[config.mk]
export PLATFORM = sky130hd
export DESIGN_NAME = controller_fsm_mc
export DESIGN_NICKNAME = d
export VERILOG_FILES = /design/src/rtl/ctrl_pkg.sv /design/src/rtl/ctrl_alu_stretch.sv /design/src/rtl/controller_fsm_mc.sv
export SDC_FILE = /design/constraint.sdc
export NUM_CORES = 1
export LEC_CHECK = 0
export ABC_AREA = 1
export CORE_MARGIN = 2
export CORE_UTILIZATION = 40
export CTS_CLUSTER_DIAMETER = 50
export CTS_CLUSTER_SIZE = 24
export DETAILED_ROUTE_END_ITERATION = 8
export GPL_ROUTABILITY_DRIVEN = 0
export PLACE_DENSITY = 0.81
export SYNTH_ARGS = -nofsm -noshare
export SYNTH_HDL_FRONTEND = slang
export SYNTH_SLANG_ARGS = --single-unit
[constraint.sdc]
create_clock -name Clk -period 3.7 [get_ports Clk]
set_input_delay 0.74 -clock Clk [delete_from_list [all_inputs] [get_ports Clk]]
set_output_delay 0.74 -clock Clk [all_outputs]
set_load 0.05 [all_outputs]
[src/rtl/ctrl_pkg.sv]
// ctrl_pkg: shared states, opcodes, accumulator selects and opcode classifiers for controller_fsm_mc
package ctrl_pkg;
  typedef enum logic [2:0] {
    FETCH,
    DECODE,
    EXEC,
    HALTED
`ifdef CTRL_ILLEGAL_TRAP_EN
    , TRAP
`endif
  } state_t;
  localparam int unsigned OP_NOP        = 4'b0000;
  localparam int unsigned OP_ADD        = 4'b0001;
  localparam int unsigned OP_SUB        = 4'b0010;
  localparam int unsigned OP_NOR        = 4'b0011;
  localparam int unsigned OP_REG_TO_ACC = 4'b0100;
  localparam int unsigned OP_ACC_TO_REG = 4'b0101;
  localparam int unsigned OP_JMPZ_REG   = 4'b0110;
  localparam int unsigned OP_JMPZ_IMM   = 4'b0111;
  localparam int unsigned OP_JMPC_REG   = 4'b1000;
  localparam int unsigned OP_JMPC_IMM   = 4'b1010;
  localparam int unsigned OP_SHFL       = 4'b1011;
  localparam int unsigned OP_SHFR       = 4'b1100;
  localparam int unsigned OP_IMM_TO_ACC = 4'b1101;
  localparam int unsigned OP_HALT       = 4'b1111;
  localparam logic [1:0] ACC_HOLD = 2'b00;
  localparam logic [1:0] ACC_REG  = 2'b01;
  localparam logic [1:0] ACC_IMM  = 2'b10;
  localparam logic [1:0] ACC_ALU  = 2'b11;
  function automatic logic is_alu_op(input int unsigned op);
    return op inside {OP_ADD, OP_SUB, OP_NOR, OP_SHFL, OP_SHFR};
  endfunction
  function automatic logic is_legal_op(input int unsigned op);
    return op < 16 && !(op inside {4'b1001, 4'b1110});
  endfunction
endpackage

[src/rtl/ctrl_alu_stretch.sv]
// ctrl_alu_stretch: counts the EXEC cycles of an ALU op and flags the final one
module ctrl_alu_stretch #(
  parameter int ALU_LAT = 1
) (
  input  logic clk,
  input  logic rst,
  input  logic start,
  input  logic clear,
  output logic done
);
  localparam int CW = ALU_LAT > 1 ? $clog2(ALU_LAT) : 1;
  logic [CW-1:0] cnt;
  assign done = cnt == CW'(ALU_LAT - 1);
  always_ff @(posedge clk)
    if (rst || clear) cnt <= '0;
    else if (start && !done) cnt <= cnt + CW'(1);
endmodule

[src/rtl/controller_fsm_mc.sv]
// controller_fsm_mc: multi-cycle FETCH/DECODE/EXEC controller; CTRL_ILLEGAL_TRAP_EN builds the illegal-opcode TRAP state
module controller_fsm_mc import ctrl_pkg::*; #(
  parameter int OPCODE_W  = 4,
  parameter int ALU_SEL_W = 4,
  parameter int ALU_LAT   = 1
) (
  input  logic                 Clk,
  input  logic                 Rst,
  input  logic [OPCODE_W-1:0]  Opcode,
  input  logic                 IMemReady,
  input  logic                 Z,
  input  logic                 C,
  output logic                 LoadIR,
  output logic                 IncPC,
  output logic                 SelPC,
  output logic                 LoadPC,
  output logic                 LoadReg,
  output logic                 LoadAcc,
  output logic [1:0]           SelAcc,
  output logic [ALU_SEL_W-1:0] SelALU,
  output logic                 Halted,
  output logic                 Trap
);
`ifdef CTRL_ILLEGAL_TRAP_EN
  localparam bit TRAP_EN = 1'b1;
`else
  localparam bit TRAP_EN = 1'b0;
`endif
  state_t state, state_n;
  logic [OPCODE_W-1:0] op_reg;
  logic rst_q, done, live, ex, alu, legal, jz, jc, taken;
  int unsigned op;
  assign op    = 32'(op_reg);
  assign alu   = is_alu_op(op);
  assign legal = is_legal_op(op);
  assign jz    = op == OP_JMPZ_REG || op == OP_JMPZ_IMM;
  assign jc    = op == OP_JMPC_REG || op == OP_JMPC_IMM;
  assign taken = (jz && Z) || (jc && C);
  // the cycle after reset is a dead cycle: outputs low and FETCH holds
  assign live  = !(Rst || rst_q);
  assign ex    = live && state == EXEC;
  ctrl_alu_stretch #(.ALU_LAT(ALU_LAT)) u_stretch (
    .clk(Clk), .rst(Rst), .start(state == EXEC && alu), .clear(state == DECODE), .done(done)
  );
  always_ff @(posedge Clk) begin
    rst_q <= Rst;
    if (Rst) begin
      state  <= FETCH;
      op_reg <= '0;
    end else begin
      state  <= state_n;
      op_reg <= state == DECODE ? Opcode : op_reg;
    end
  end
  always_comb begin
    state_n = state;
    case (state)
      FETCH:  state_n = IMemReady && !rst_q ? DECODE : FETCH;
      DECODE: state_n = EXEC;
`ifdef CTRL_ILLEGAL_TRAP_EN
      EXEC:   state_n = alu ? (done ? FETCH : EXEC) : op == OP_HALT ? HALTED : !legal ? TRAP : FETCH;
`else
      EXEC:   state_n = alu ? (done ? FETCH : EXEC) : op == OP_HALT ? HALTED : FETCH;
`endif
      default: state_n = state;
    endcase
  end
  always_comb begin
    LoadIR  = live && state == FETCH && IMemReady;
    IncPC   = ex && (alu ? done : (jz || jc) ? !taken : op != OP_HALT && (legal || !TRAP_EN));
    LoadPC  = ex && taken;
    SelPC   = ex && taken && (op == OP_JMPZ_IMM || op == OP_JMPC_IMM);
    LoadReg = ex && op == OP_ACC_TO_REG;
    LoadAcc = ex && (alu ? done : op == OP_REG_TO_ACC || op == OP_IMM_TO_ACC);
    SelAcc  = !ex ? ACC_HOLD : alu ? ACC_ALU : op == OP_REG_TO_ACC ? ACC_REG :
              op == OP_IMM_TO_ACC ? ACC_IMM : ACC_HOLD;
    SelALU  = ex && alu ? ALU_SEL_W'(op_reg) : '0;
    Halted  = live && state == HALTED;
`ifdef CTRL_ILLEGAL_TRAP_EN
    Trap    = live && state == TRAP;
`else
    Trap    = 1'b0;
`endif
  end
endmodule

Word level (Yosys, flattened, before mapping)
Cells that the tools add are included.

operators by class
  add/sub/neg operators = 1
  equal/unequal tests = 17
  muxes and demuxes = 13
  bitwise gates (word level) = 1
  reduce and logical (&&, ||, !) cells = 29

operators by type and width
  cell                 count
  $eq 4x4->1 const B   6
  $eq 4x3->1 const B   4
  $logic_and 1x1->1    15
  $mux 2               7
  $pmux 3 s3           1
  $eq 4x2->1 const B   2
  $logic_or 1x1->1     8
  $eq 3x2->1 const B   2
  $reduce_bool 5->1    1
  $eq 4x1->1 const B   1
  $mux 1               4
  $mux 4               1
  $ne 4x4->1 const B   1
  $eq 3x1->1 const B   1
  $logic_not 1->1      3
  $logic_not 3->1      1
  $reduce_bool 3->1    1
  $add 1x1->1 const B  1
  $not 1->1            1

storage, ports and cells
  register bits after elaboration = 9
  bits of input ports = 9
  logic and storage cells = 65

Longest topological paths before layout
Gate-level depths: netlist of run 1.

  word-level depth = 8
  gate-level depth with buffers = 10
  gate-level depth less buffers = 10

Cells and area by module
Synthesis of run 1 repeated with hierarchy kept, for this count alone.

second synthesis, totals
  cells, all modules = 106
  area total of the unflattened synthesis = 629.4 µm²

by module, submodules not included
  module             times used  cells each  area an instance (µm²)
  controller_fsm_mc  1           98          583.1
  ctrl_alu_stretch   1           8           46.3

Worst setup path before layout of run 1
OpenSTA, ideal clock, no wires.

  path type = input to output
  start point = in Rst
  end point = out LoadReg
  arrival time = 2.448 ns
  required time = 2.960 ns
  setup slack = 0.512 ns
  stages = 3
  cells stage by stage = nor2_1 -> nand2_1 -> nor4_1

on the way
  cells in the longest elaborated chain, start to end = 4

RTL lines
  element            RTL line                 RTL
  start, declared    controller_fsm_mc.sv:8   input logic Rst,
  $logic_or 1x1->1   controller_fsm_mc.sv:40  assign live = !(Rst || rst_q);
  $logic_not 1->1    controller_fsm_mc.sv:40
  $logic_and 1x1->1  controller_fsm_mc.sv:41  assign ex = live && state == EXEC;
  $logic_and 1x1->1  controller_fsm_mc.sv:73  LoadReg = ex && op == OP_ACC_TO_REG;
  end, declared      controller_fsm_mc.sv:17  output logic LoadReg,

No other way between the ends.

Worst setup path in the final report of run 1
  start point = in Rst
  end point = out IncPC

on the way
  cells in the longest elaborated chain, start to end = 4

RTL lines
  element            RTL line                 RTL
  $logic_or 1x1->1   controller_fsm_mc.sv:40
  $logic_not 1->1    controller_fsm_mc.sv:40
  $logic_and 1x1->1  controller_fsm_mc.sv:41
  $logic_and 1x1->1  controller_fsm_mc.sv:70  IncPC = ex && (alu ? done : (jz || jc) ? !taken : op != OP_HALT && (legal || !TRAP_EN));
  end, declared      controller_fsm_mc.sv:14  output logic IncPC,

No other way between the ends.

==> results of run 1 <==
-- final timing paths --
kind	from	end	slack [ns]	cells after the start
max	Rst	IncPC	0.31	7
min	u_stretch.cnt	u_stretch.cnt	0.48	2
max reg2reg	op_reg[3]	state[1]	2.42	8
min reg2reg	u_stretch.cnt	u_stretch.cnt	0.48	2
-- through the flow --
stage	cells	total power [uW]
after global placement	129	128
after detailed placement	129	129
after floorplan	94	115
after CTS	132	197
after global routing	132	206
final	132	197
-- report_power, final --
group	total [uW]	internal (uW)	leakage (uW)	switching [uW]
registers	93.1	89.5	0.0000654	3.52
logic	34.3	14.7	0.000308	19.6
clock network	70.1	37.3	0.0000138	32.8
-- logic make-up (layout without fill, tap and decap cells) --
family / after synthesis / in the layout
AND/OR/NAND/NOR: 42 / 42
buffers and inverters: 24 / 47
AO/OA/AOI/OAI: 15 / 15
flip-flops: 8 / 8
adder cells (fa/ha/maj): 4 / 4
other: 1 / 1
-- routing by layer --
metal,track usage (%),part of all wire [%],up-vias
li1,-,-,337
met2,26.6,44,22
met1,19.9,47,287
met3,3.02,7.1,4
met5,0,0,-
met4,10.0,1.9,0
-- synthesized netlist by cell type, drive strengths merged --
| library cell | number |
|---|---|
| inv | 22 |
| nand2 | 21 |
| nor2 | 9 |
| dfxtp | 8 |
| a21oi | 6 |
| o21ai | 6 |
| nand3 | 5 |
| ha | 4 |
| a31oi | 2 |
| nor3 | 2 |
| a211oi | 1 |
| and3 | 1 |
| buf | 1 |
| clkinv | 1 |
| conb | 1 |
| nand3b | 1 |
| nand4 | 1 |
| nor4 | 1 |
| or2 | 1 |
-- area by class of cell --
type / count / area (um^2) / area share [%]
well taps: 15 / 18.8 / 2.31
inverters: 23 / 86.3 / 10.6
multi-input cells: 62 / 328 / 40.3
flip-flops and latches: 8 / 160 / 19.7
repair buffers: 21 / 198 / 24.3
clock buffers: 3 / 22.5 / 2.77
-- worst max-delay path, stage by stage --
cell             delay, ns
clkdlybuf4s50_1       0.48
nor2_1                0.16
nand2_1               0.13
inv_1                 0.11
nand2_1               0.06
nor3_1                0.14
clkdlybuf4s50_1       0.83
==> metrics.md, run 1 <==
| Metric | Value |
|---|---|
| Die width | 42.1 um |
| Core area | 1330 um^2 |
| Mapped Cells | 94 |
| H-Tree Level Count | 1 |
| Grt ovf | 0 |
| CTS root buf | clkbuf_4 |
| Dpl ws | 0.299 ns |
| Post-CTS sizing | 0 |
| Largest net degree at the start of global routing | 11 |
| Synth Net Count | 107 |
| Synth top area share | 27.5% |
| Initial antenna violation count | 0 |
| Hold-fix buffers, CTS | 0 |
| Clock Sinks | 8 |
| Hold Crit Class | reg2reg |
| Fin area | 813 um^2 |
| # fillers | 123 |
| P_leak | 0.000388 uW |
| Layout Nets | 132 |
| Crit Path Category | in2out |
| Simple-Gate Fraction of Synth Area | 32.7% |
| Final Hold Vio Count | 0 |
| Yosys cell types | 23 |
| Commonest non-fill, non-tap cell in the layout | inv_1 |
| Tmin final | 3.39 ns |
| Post-DR wirelength/cell | 9.95 um |
| Setup Skew | 0.00192 ns |
| Vias in the first global route | 577 |
| Initial core utilization | 43.6% |
| Reg clk slew, reported paths | 0.06 ns |
| Pins over their slew limit | 0 |
| Top post-synthesis cells by area | dfxtp_1 (28%), inv_1 (13%), nand2_1 (12%) |
| Hold_ws | 0.482 ns |
| Drt total wl | 1310 um |
| Period utilisation layout | 91.6% |
| Critical path startpoint category | input port |
| Peak Freq | 0.295 GHz |
| 1st-iter DRT viols | 21 |
| Sum Neg Setup Slack | 0 ns |
| Via count | 650 |
| Worst-path fanout max | 5 |
| Post-DP Area | 791 um^2 |
| Cell taking the most area after synthesis | dfxtp_1 |
| Post-CTS setup buffer count | 0 |
| Post-Syn Area | 582 um^2 |
| Compound-Gate Fraction of Synth Area | 14.4% |
| Die Y | 42.1 um |
| Final worst setup slack | 0.312 ns |
| Slew @ Worst Pin | 0.507 ns |
| Clock Latency Late Sink | 0.26 ns |
| Final Util | 61.0% |
| DR DRC count | 0 |
| Io pins | 23 |
| TritonRoute pass-1 iters | 4 |
| Vias per Instance | 4.92 |
| Syn-to-layout area delta | 39.8% |
| Max Cap Viol | 0 |
| Total power density per cell area | 243 nW/um^2 |
| Worst EP required | 2.96 ns |
| Antenna fix cells | 0 |
| Register bit total from synthesis | 8 |
| Outcome | finished, final reports clean |
| Critical Path AT | 2.65 ns |
| HPWL Detailed | 1060 um |
| Largest family of logic cells by synthesized area | simple AND/OR/NAND/NOR gates |
| Final ANT Viol Nets | 0 |
| Commonest cells after routing, fill and taps aside | inv_1 (20), nand2_1 (19), clkdlybuf4s50_1 (16), nor2_1 (9), dfxtp_1 (8) |
| Port Buffer Count | 21 |
| TritonCTS buffer count | 3 |
| Area share of fa/ha/maj cells after synthesis | 8.60% |
| VDD IR max | 144 uV |
| RSZ-0062 raised after global routing | no |
| Setup crit end kind | primary output |
| CTS tree | yes |
| Post-synthesis xor/xnor area fraction | 0% |
| Synth Warn # | 0 |
| Total track usage | 16.4% |
| First-pass GRT wire length | 2260 um |
| DIE AREA | 1780 um^2 |
| Max FFs per register | 4 |
| Rows | 13 |
| Multiplexer share of the synthesized area | 0% |
| CTS Buffer Depth | 2 |
| Post-synthesis average cell area | 6.19 um^2 |
| Final setup vio count | 0 |
| Layout cells sized above 1 | 12.0% |
| Max_slew headroom | 66.1% |
| Register area share after synthesis | 27.5% |
Power figures use the tool's default switching activity.
==> inputs of run 2 (changes only) <==
- TNS_END_PERCENT: not set -> 5
==> results of run 2 <==
The final DEF is identical to that of run 1; final timing and power are the same.
==> inputs of run 3 (changes only) <==
- CELL_PAD_IN_SITES_DETAIL_PLACEMENT: not set -> 1
- CELL_PAD_IN_SITES_GLOBAL_PLACEMENT: not set -> 1
- CORE_UTILIZATION: 40 -> 29
- PLACE_DENSITY: 0.81 -> 0.86
- REMOVE_ABC_BUFFERS: not set -> 1
==> metrics.md, run 3 (synthesis gave the netlist of run 1 again) <==
| Metric | Value |
|---|---|
| Crit-path cells | clkdlybuf4s50_1 -> nor2_1 -> nand2_1 -> or2_1 -> inv_1 -> clkdlybuf4s50_1 (was clkdlybuf4s50_1 -> nor2_1 -> nand2_1 -> inv_1 -> nand2_1 -> nor3_1 -> clkdlybuf4s50_1) |
| Rows | 16 (was 13) |
| Crit Path Category | in2out (unchanged) |
| TritonCTS buffer count | 3 (unchanged) |
| Worst-path fanout max | 5 (unchanged) |
| H-Tree Level Count | 1 (unchanged) |
| First-pass GRT wire length | 2680 um (was 2260 um) |
| Clock Latency Late Sink | 0.26 ns (about the same) |
| Critical path startpoint category | input port (unchanged) |
| Vias in the first global route | 645 (was 577) |
| Metal3 WL | 60 um (was 93 um) |
| Largest net degree at the start of global routing | 11 (unchanged) |
| Die Y | 48.8 um (was 42.1 um) |
| Outcome | finished, final reports clean (unchanged) |
| Port Buffer Count | 21 (unchanged) |
| Max FFs per register | 4 (unchanged) |
| Tmin final | 3.35 ns (was 3.39 ns) |
| Total power density per cell area | 238 nW/um^2 (was 243 nW/um^2) |
| Layout cells sized above 1 | 13.7% (was 12.0%) |
| P_leak | 0.000392 uW (was 0.000388 uW) |
| Hold Crit Class | reg2reg (unchanged) |
| Post-CTS setup buffer count | 0 (unchanged) |
| Post-DR wirelength/cell | 11.3 um (was 9.95 um) |
| Commonest cells after routing, fill and taps aside | inv_1 (20), nand2_1 (19), clkdlybuf4s50_1 (14), nor2_1 (9), dfxtp_1 (8) (was inv_1 (20), nand2_1 (19), clkdlybuf4s50_1 (16), nor2_1 (9), dfxtp_1 (8)) |
| Crit-path most repeated cell | clkdlybuf4s50_1 |
| CTS root buf | clkbuf_4 (unchanged) |
| RSZ-0062 raised after global routing | no (unchanged) |
| Placed instance count | 141 (was 129) |
| NetSw | 54.2 uW (was 55.9 uW) |
| Initial core utilization | 30.3% (was 43.6%) |
| Final setup vio count | 0 (unchanged) |
| Die width | 48.8 um (was 42.1 um) |
| Met2 routed WL | 828 um (was 582 um) |
| DR DRC count | 0 (unchanged) |
| Fin area | 823 um^2 (was 813 um^2) |
| Max Cap Viol | 0 (unchanged) |
| Vias per Instance | 4.49 (was 4.92) |
| Final cell count without fillers | 144 (was 132) |
| Setup crit end kind | primary output (unchanged) |
| Final Hold Vio Count | 0 (unchanged) |
| Max_slew headroom | 66.8% (was 66.1%) |
| Commonest non-fill, non-tap cell in the layout | inv_1 (unchanged) |
| Clk network pwr share | 34.2% (was 35.5%) |
| Metal1 wirelength | 714 um (was 613 um) |
| Total track usage | 14.4% (was 16.4%) |
| Layout Nets | 132 (unchanged) |
| HPWL Detailed | 1340 um (was 1060 um) |
| CTS tree | yes (unchanged) |
| Top Metal Used | met4 (unchanged) |
| Comb power frac | 18.0% (was 17.4%) |
| Slowest-stage cell, CP | clkdlybuf4s50_1 (unchanged) |
| Pins over their slew limit | 0 (unchanged) |
| P_int | 142 uW (about the same) |
| Initial antenna violation count | 0 (unchanged) |
| Peak Freq | 0.299 GHz (was 0.295 GHz) |
| Setup Skew | 0.00586 ns (was 0.00192 ns) |
| Post-DP Area | 801 um^2 (was 791 um^2) |
| 1st-iter DRT viols | 3 (was 21) |
| Io pins | 23 (unchanged) |
| Core area | 1920 um^2 (was 1330 um^2) |
| # fillers | 274 (was 123) |
| Post-CTS sizing | 0 (unchanged) |
| Syn-to-layout area delta | 41.5% (was 39.8%) |
| Reg clk slew, reported paths | 0.06 ns (about the same) |
| Hold-fix buffers, CTS | 0 (unchanged) |
| Clock Sinks | 8 (unchanged) |
| Final ANT Viol Nets | 0 (unchanged) |
| Sum Neg Setup Slack | 0 ns (unchanged) |
| Sw frac | 27.7% (was 28.3%) |
| Critical Path AT | 2.61 ns (was 2.65 ns) |
| VDD IR max | 191 uV (was 144 uV) |
| Antenna fix cells | 0 (unchanged) |
| TritonRoute pass-1 iters | 4 (unchanged) |
| Sequential Power Share | 47.8% (was 47.1%) |
| Grt ovf | 0 (unchanged) |
| CTS Buffer Depth | 2 (unchanged) |
| Worst hold stages | 2 (unchanged) |
| Critical path's largest stage delay | 0.78 ns (was 0.83 ns) |
| Worst reg2reg path depth | 10 (was 8) |
| Slew @ Worst Pin | 0.496 ns (was 0.507 ns) |
| Family with the most delay on the worst path | buffers and inverters (unchanged) |
| Worst path depth | 6 (was 7) |
| Period utilisation layout | 90.5% (was 91.6%) |
| DIE AREA | 2380 um^2 (was 1780 um^2) |
| CP bufs+invs | 3 (unchanged) |
| Via count | 647 (was 650) |
| Drt total wl | 1620 um (was 1310 um) |
| Worst EP required | 2.96 ns (about the same) |
[run 3: changes by cell type in the layout (fill, tap and decap cells not counted), sizes merged]
cell	previous run	this run
buf	5	7
clkdlybuf4s50	16	14
[run 3: routing by layer]
metal / GRT usage, % / up-vias
met5: 0 / -
met4: 7.14 / 0
met3: 2.15 / 2
met2: 26.0 / 16
met1: 16.3 / 292
li1: - / 337
[run 3: final timing paths]
kind	endpoint	from	slack, ns
setup / recovery	SelAcc[0]	Rst	0.35
hold / removal	u_stretch.cnt	u_stretch.cnt	0.48
setup reg to reg	state[1]	op_reg[1]	2.42
hold reg to reg	u_stretch.cnt	u_stretch.cnt	0.48
[run 3: through the flow]
stage / total power [uW] / setup WS [ns] / hold WS (ns) / util, %
floorplan: 115 / 0.512 / 0.448 / -
CTS: 200 / 0.338 / 0.484 / 42.8
global placement: 129 / 0.379 / 0.464 / 41.7
detailed placement: 131 / 0.340 / 0.474 / 41.7
global route: 209 / 0.258 / 0.493 / 42.8
finish: 196 / 0.353 / 0.479 / 42.8
[run 3: worst reg2reg max path: cells and delay by family (launching register included)]
family                 cells  cell delay (ns)
buffers and inverters      1             0.09
flip-flops                 1             0.43
AND/OR/NAND/NOR            8             0.59
AO/OA/AOI/OAI              1             0.11
[run 3: power groups by stage]
stage,Sequential (uW),Clock [uW],Combinational [uW]
after floorplan,94.1,0,20.6
after global routing,93.8,75.7,39.6
after CTS,93.4,70.7,35.8
final,93.5,66.9,35.3
after detailed placement,95.2,0,35.5
after global placement,94.9,0,33.8
[run 3: final cells by class]
class	count	area, um^2	share of cell area, %
multi-input cells	62	328	39.8
repair buffers	21	193	23.4
flip-flops and latches	8	160	19.5
inverters	23	86.3	10.5
well taps	27	33.8	4.10
clock buffers	3	22.5	2.74
